==> src/rtl/trainer_input_conditioner.sv <==
// Input front-end for the trainer gate array: synchronises and debounces two raw
// buttons and turns them into the operand pair a/b, using one of four operand modes.
module trainer_input_conditioner #(
  parameter int DEBOUNCE_CYCLES = 16,
  parameter int STEP_DIV        = 1000
) (
  input  logic       clk,
  input  logic       rst_n,
  input  logic       ena,
  input  logic       btn_a,
  input  logic       btn_b,
  input  logic [1:0] mode,
  output logic       a,
  output logic       b,
  output logic [1:0] step_idx,
  output logic       upd
);

  localparam int CW = (DEBOUNCE_CYCLES > 2) ? $clog2(DEBOUNCE_CYCLES) : 1;
  localparam int PW = (STEP_DIV > 2) ? $clog2(STEP_DIV) : 1;
  localparam logic [CW-1:0] CNT_LAST   = CW'(DEBOUNCE_CYCLES - 1);
  localparam logic [PW-1:0] PRESC_LAST = PW'(STEP_DIV - 1);

  typedef enum logic [1:0] {
    MODE_DIRECT = 2'b00,
    MODE_TOGGLE = 2'b01,
    MODE_AUTO   = 2'b10,
    MODE_SINGLE = 2'b11
  } mode_e;

  // Channel index 0 is button A, index 1 is button B.
  logic [1:0]    sync1, sync2;
  logic [1:0]    stable, stable_q, press;
  logic [CW-1:0] cnt [2];
  logic [1:0]    latch;
  logic [PW-1:0] presc;
  logic [1:0]    step;
  mode_e         mode_q;
  logic          mode_change;
  logic [1:0]    src_ab;
  logic [1:0]    ab;

  // Synchronisers run regardless of ena so a resume never sees a stale sample.
  always_ff @(posedge clk) begin
    if (!rst_n) begin
      sync1 <= '0;
      sync2 <= '0;
    end else begin
      sync1 <= {btn_b, btn_a};
      sync2 <= sync1;
    end
  end

  always_ff @(posedge clk) begin
    if (!rst_n) begin
      stable   <= '0;
      stable_q <= '0;
      cnt[0]   <= '0;
      cnt[1]   <= '0;
    end else if (ena) begin
      stable_q <= stable;
      for (int i = 0; i < 2; i++) begin
        if (sync2[i] != stable[i]) begin
          if (cnt[i] == CNT_LAST) begin
            stable[i] <= sync2[i];
            cnt[i]    <= '0;
          end else begin
            cnt[i] <= cnt[i] + CW'(1);
          end
        end else begin
          cnt[i] <= '0;
        end
      end
    end
  end

  assign press       = stable & ~stable_q;
  assign mode_change = (mode != mode_q);

  // A mode change restarts the truth-table sequence; toggle latches survive it.
  always_ff @(posedge clk) begin
    if (!rst_n) begin
      mode_q <= MODE_DIRECT;
      presc  <= '0;
      step   <= '0;
      latch  <= '0;
    end else if (ena) begin
      mode_q <= mode_e'(mode);
      if (mode_q == MODE_TOGGLE) begin
        latch <= latch ^ press;
      end
      if (mode_change) begin
        presc <= '0;
        step  <= '0;
      end else begin
        case (mode_q)
          MODE_AUTO: begin
            if (presc == PRESC_LAST) begin
              presc <= '0;
              step  <= step + 2'd1;
            end else begin
              presc <= presc + PW'(1);
            end
          end
          MODE_SINGLE: begin
            if (press[1]) begin
              step <= 2'd0;
            end else if (press[0]) begin
              step <= step + 2'd1;
            end
          end
          default: ;
        endcase
      end
    end
  end

  always_comb begin
    src_ab = {stable[0], stable[1]};
    case (mode_q)
      MODE_TOGGLE: src_ab = {latch[0], latch[1]};
      MODE_AUTO,
      MODE_SINGLE: src_ab = step;
      default:     src_ab = {stable[0], stable[1]};
    endcase
  end

  always_ff @(posedge clk) begin
    if (!rst_n) begin
      ab  <= '0;
      upd <= 1'b0;
    end else if (ena) begin
      ab  <= src_ab;
      upd <= (src_ab != ab);
    end else begin
      upd <= 1'b0;
    end
  end

  assign a        = ab[1];
  assign b        = ab[0];
  assign step_idx = mode_q[1] ? step : 2'b00;

endmodule
==> config.mk <==
export PLATFORM = sky130hd
export DESIGN_NAME = trainer_input_conditioner
export DESIGN_NICKNAME = d
export VERILOG_FILES = /design/src/rtl/trainer_input_conditioner.sv
export SDC_FILE = /design/constraint.sdc
export NUM_CORES = 1
export LEC_CHECK = 0
export ABC_AREA = 1
export CAP_MARGIN = 10
export CORE_MARGIN = 2
export CORE_UTILIZATION = 50
export DETAILED_ROUTE_END_ITERATION = 6
export GPL_TIMING_DRIVEN = 1
export PLACE_DENSITY = 0.73
export SYNTH_ARGS = -nofsm -noshare
export SYNTH_HDL_FRONTEND = slang
export SYNTH_SLANG_ARGS = --single-unit
==> constraint.sdc <==
create_clock -name clk -period 1.67 [get_ports clk]
set_input_delay 0.334 -clock clk [delete_from_list [all_inputs] [get_ports clk]]
set_output_delay 0.334 -clock clk [all_outputs]
set_load 0.005 [all_outputs]
==> results of run 1 <==
tightest hold or removal path, stage by stage, from the launching register on:
cell and delay [ns]:
sky130_fd_sc_hd__dfxtp_1 0.32, sky130_fd_sc_hd__nand2_1 0.06, sky130_fd_sc_hd__inv_1 0.03
what timing repair did:
action / in CTS / in global routing
setup endpoints to repair: 2 / 4
buffers inserted: 3 / 0
endpoints found under the hold margin: 0 / 0
hold buffers: 0 / 0
gates resized for setup: 6 / 7
through the flow:
stage	setup TNS, ns	power (uW)	setup WS, ns
after global placement	-0.154	1100	-0.0324
after global routing	0	1820	0.0357
after detailed placement	-0.481	1110	-0.0759
final	0	1740	0.130
after floorplan	0	1040	0.382
after CTS	0	1740	0.00536
worst max-delay path by stage:
stage,end,slack (ns),depth (start not counted)
2_1_floorplan,presc[8],0.38,6
3_3_place_gp,presc[5],-0.03,8
3_5_place_dp,presc[5],-0.08,8
4_1_cts,step_idx[0],0.005,3
5_1_grt,step[1],0.04,11
6_report,b,0.13,1
flip-flops by register name, indices dropped and copies added (netlist names):
signal    cells
ab            2
cnt           8
latch         2
mode_q        2
presc        10
stable        2
stable_q      2
step          2
sync1         2
sync2         2
upd           1
layout make-up:
| class | instances | area (um2) | area share, % |
|---|---|---|---|
| inverter | 33 | 129 | 5.97 |
| multi-input combinational | 167 | 890 | 41.2 |
| tap | 46 | 57.6 | 2.67 |
| clock inverter | 3 | 46.3 | 2.14 |
| sequential | 35 | 790 | 36.6 |
| timing repair buffer | 24 | 209 | 9.68 |
| clock buffer | 5 | 37.5 | 1.74 |
power breakdown:
group	switching [uW]	leakage [uW]	internal, uW
logic	112	0.000554	82.4
clock network	318	0.0000418	320
registers	19.8	0.000310	888
total	450	0.000906	1290
layout by cell type (no fill, tap or decap), types with 2 or more instances in the layout:
master | netlist | routed
sky130_fd_sc_hd__o21ai_0 | 9 | 9
sky130_fd_sc_hd__nor3_1 | 3 | 2
sky130_fd_sc_hd__ha_1 | 3 | 3
sky130_fd_sc_hd__nand3_1 | 23 | 22
sky130_fd_sc_hd__dfxtp_4 | 0 | 2
sky130_fd_sc_hd__o22ai_1 | 3 | 3
sky130_fd_sc_hd__nor2_1 | 34 | 34
sky130_fd_sc_hd__xnor2_1 | 2 | 2
sky130_fd_sc_hd__xor2_1 | 6 | 6
sky130_fd_sc_hd__inv_1 | 29 | 29
sky130_fd_sc_hd__nor3b_1 | 2 | 2
sky130_fd_sc_hd__nand2_2 | 5 | 6
sky130_fd_sc_hd__a21oi_1 | 11 | 10
sky130_fd_sc_hd__nor2_4 | 2 | 2
sky130_fd_sc_hd__clkbuf_4 | 0 | 5
sky130_fd_sc_hd__edfxtp_1 | 8 | 8
sky130_fd_sc_hd__nand2_1 | 50 | 49
sky130_fd_sc_hd__buf_4 | 1 | 13
sky130_fd_sc_hd__nand3b_1 | 3 | 3
sky130_fd_sc_hd__inv_4 | 1 | 2
sky130_fd_sc_hd__clkdlybuf4s50_1 | 0 | 9
sky130_fd_sc_hd__dfxtp_1 | 27 | 24
sky130_fd_sc_hd__nand4_1 | 5 | 5
sky130_fd_sc_hd__inv_2 | 3 | 2
metal layers:
metal / wire length (um) / vias up
li1: - / 833
met5: 0 / -
met4: 59 / 0
met1: 1760 / 689
met2: 1590 / 33
met3: 133 / 5
logic make-up after synthesis:
group	count (synthesis)
flip-flops	35
buffers and inverters	35
AND/OR/NAND/NOR	130
XOR/XNOR	8
adder cells (fa/ha/maj)	3
AO/OA/AOI/OAI	26
==> impl_summary.txt, run 1 <==
----------------------------------------------------
[STA]
  Final Critical Period ... 1.54 ns
  Number of endpoints failing setup at the final stage ... 0
  Hold violation total from the final report ... 0
  Post-route clock period utilization ... 92.2%
  Setup repair after global routing missed its margin ... false
  Worst-Margin Slew ... 0.367 ns
  Max frequency ... 649 MHz
  Worst slew margin ... 75.5%
  Setup clock skew after layout ... 0.0132 ns
  Total count of max-transition violations in the final report ... 0
  Worst hold slack ... 0.430 ns

[Hold path]
  HP Start ... sync1[0]
  Path type of the worst min-delay path ... reg2reg
  Endpoint of the worst hold path ... sync2[0]
  Worst hold stages ... 2

[Drt]
  Detailed-route wire length ... 3540 um
  Vias per cell ... 4.98
  Wirelength per Cell ... 11.3 um
  Antenna Nets Post-Route ... 0
  Detailed-router iteration count before antenna repair ... 4
  Iteration-0 DRC Markers ... 72
  Routed via count ... 1560
  # DRC ... 0

[Yosys]
  Number of instances in the synthesized netlist ... 237
  Post-synth EDFFs ... 8
  Main combinational cell family by area after synthesis ... simple AND/OR/NAND/NOR gates
  Synth cell types ... 28
  Sequential element share of the synthesized area ... 43.8%
  Leading post-synthesis cells by instance count ... sky130_fd_sc_hd__nand2_1, sky130_fd_sc_hd__nor2_1, sky130_fd_sc_hd__inv_1
  Mapped Area ... 1780 um2
  Flip-flop and latch count after synthesis ... 35
  Nets in the synthesized netlist ... 247
  Count of warnings emitted by yosys ... 0
  Proportion of synthesized area in mux cells ... 0%
  Synth area leader ... sky130_fd_sc_hd__dfxtp_1
  Adder and majority cell fraction of the synthesized area ... 2.10%
  Average size of a mapped cell ... 7.53 um2
  Compound-Gate Fraction of Synth Area ... 8.20%
  Area share of xor/xnor cells in the synthesized design ... 3.93%
  Most common cell in the netlist ... sky130_fd_sc_hd__nand2_1
  Ys flop type ... sky130_fd_sc_hd__dfxtp_1
  Post-synthesis simple-gate area fraction ... 34.3%
  Largest cells by area after synthesis ... sky130_fd_sc_hd__dfxtp_1, sky130_fd_sc_hd__edfxtp_1, sky130_fd_sc_hd__nand2_1
  Area fraction of the dominant cell type after synthesis ... 30.3%
  Share of synthesized flip-flops with an asynchronous set or reset ... 0%

[Global routing]
  Met2 GRT Util ... 32.6%
  Pin count of the biggest net entering global routing ... 14
  GR Layer Usage met3 ... 5.81%
  Overall track demand over capacity in global routing ... 20.3%
  Global-route met1 utilization ... 25.9%
  Number of global-route vias before repair ... 1500
  Global-route wire length before repair ... 6450 um
  Remaining global-route overflow ... 0
  Initial antenna violation count ... 0
  Grt peak-use layer ... met2

[CTS]
  H-tree lvl count ... 2
  Deepest clock path buffer count ... 2
  CTS Buf Count ... 5
  Clock net sink count ... 35
  Clock tree root driver cell ... sky130_fd_sc_hd__clkbuf_4
  Clock latency on the worst-skew pair ... 0.36 ns
  Clock tree from TritonCTS ... done
  Clk pin slew, worst setup/hold paths ... 0.13 ns

[Final layout]
  Area added between synthesis and finish ... 21.0%
  Non-Filler Instances ... 313
  Antenna Diode Count ... 0
  End-of-flow core utilization ... 63.7%
  Filler cell count ... 297
  Fraction of final layout cells sized beyond drive strength 1 ... 16.5%
  Design Area, Final ... 2160 um2
  Nets ... 276

[Worst setup path]
  Req. time, crit path ... 1.34 ns
  Worst r2r dst ... presc[8]
  Number of buffer and inverter stages on the critical path ... 1
  Flop-to-flop setup slack ... 0.18 ns
  First element of the critical path ... ab[0]
  Crit Reg-Reg Startpoint ... mode_q[1]
  Critical path's slowest cell ... sky130_fd_sc_hd__clkdlybuf4s50_1
  Data arrival time at the worst-slack endpoint ... 1.21 ns
  Cell depth of the worst flop-to-flop path ... 11
  Critical Path, Cell by Cell ... clkdlybuf4s50_1
  Family of cells with the greatest summed delay on the critical path ... buffers and inverters
  Peak fanout along the critical path ... 2
  Category of the critical setup timing path ... reg2out
  Crit. End Element ... primary output
  Crit path largest cell delay ... 0.50 ns
  Critical Path Source Type ... register

[Placement]
  Number of port buffers ... 11
  Placement-stage cell area ... 2020 um2
  GPL Wtd Cong ... 0.888
  HPWL after detailed placement ... 2520 um
  Cell total after placement ... 302

[Run status]
  Status ... completed

[Pwr]
  Leakage dissipation ... 0.000906 uW
  Worst IR Drop VDD ... 0.000541 V
  Power density relative to cell area ... 806 nW/um2

[Die]
  Die X-Extent ... 63.7 um
  Initial core utilization ... 52.6%
  Total Die Area ... 4060 um2
  Number of I/O pins ... 12
  Core Footprint ... 3390 um2
  Die Ht ... 63.7 um
  Row count ... 21

[Flow run]
  Max Cap Viol ... 0

----------------------------------------------------
(Power assumes the default switching activity.)
==> run 2, diff against run 1 <==
--- a/config.mk
+++ b/config.mk
@@ -9,6 +9,7 @@
 export CAP_MARGIN = 10
 export CORE_MARGIN = 2
 export CORE_UTILIZATION = 50
+export CTS_CLUSTER_SIZE = 10
 export DETAILED_ROUTE_END_ITERATION = 6
 export GPL_TIMING_DRIVEN = 1
 export PLACE_DENSITY = 0.73
==> results of run 2 <==
Same layout as run 1: the final DEF is identical, and so are final timing and power.
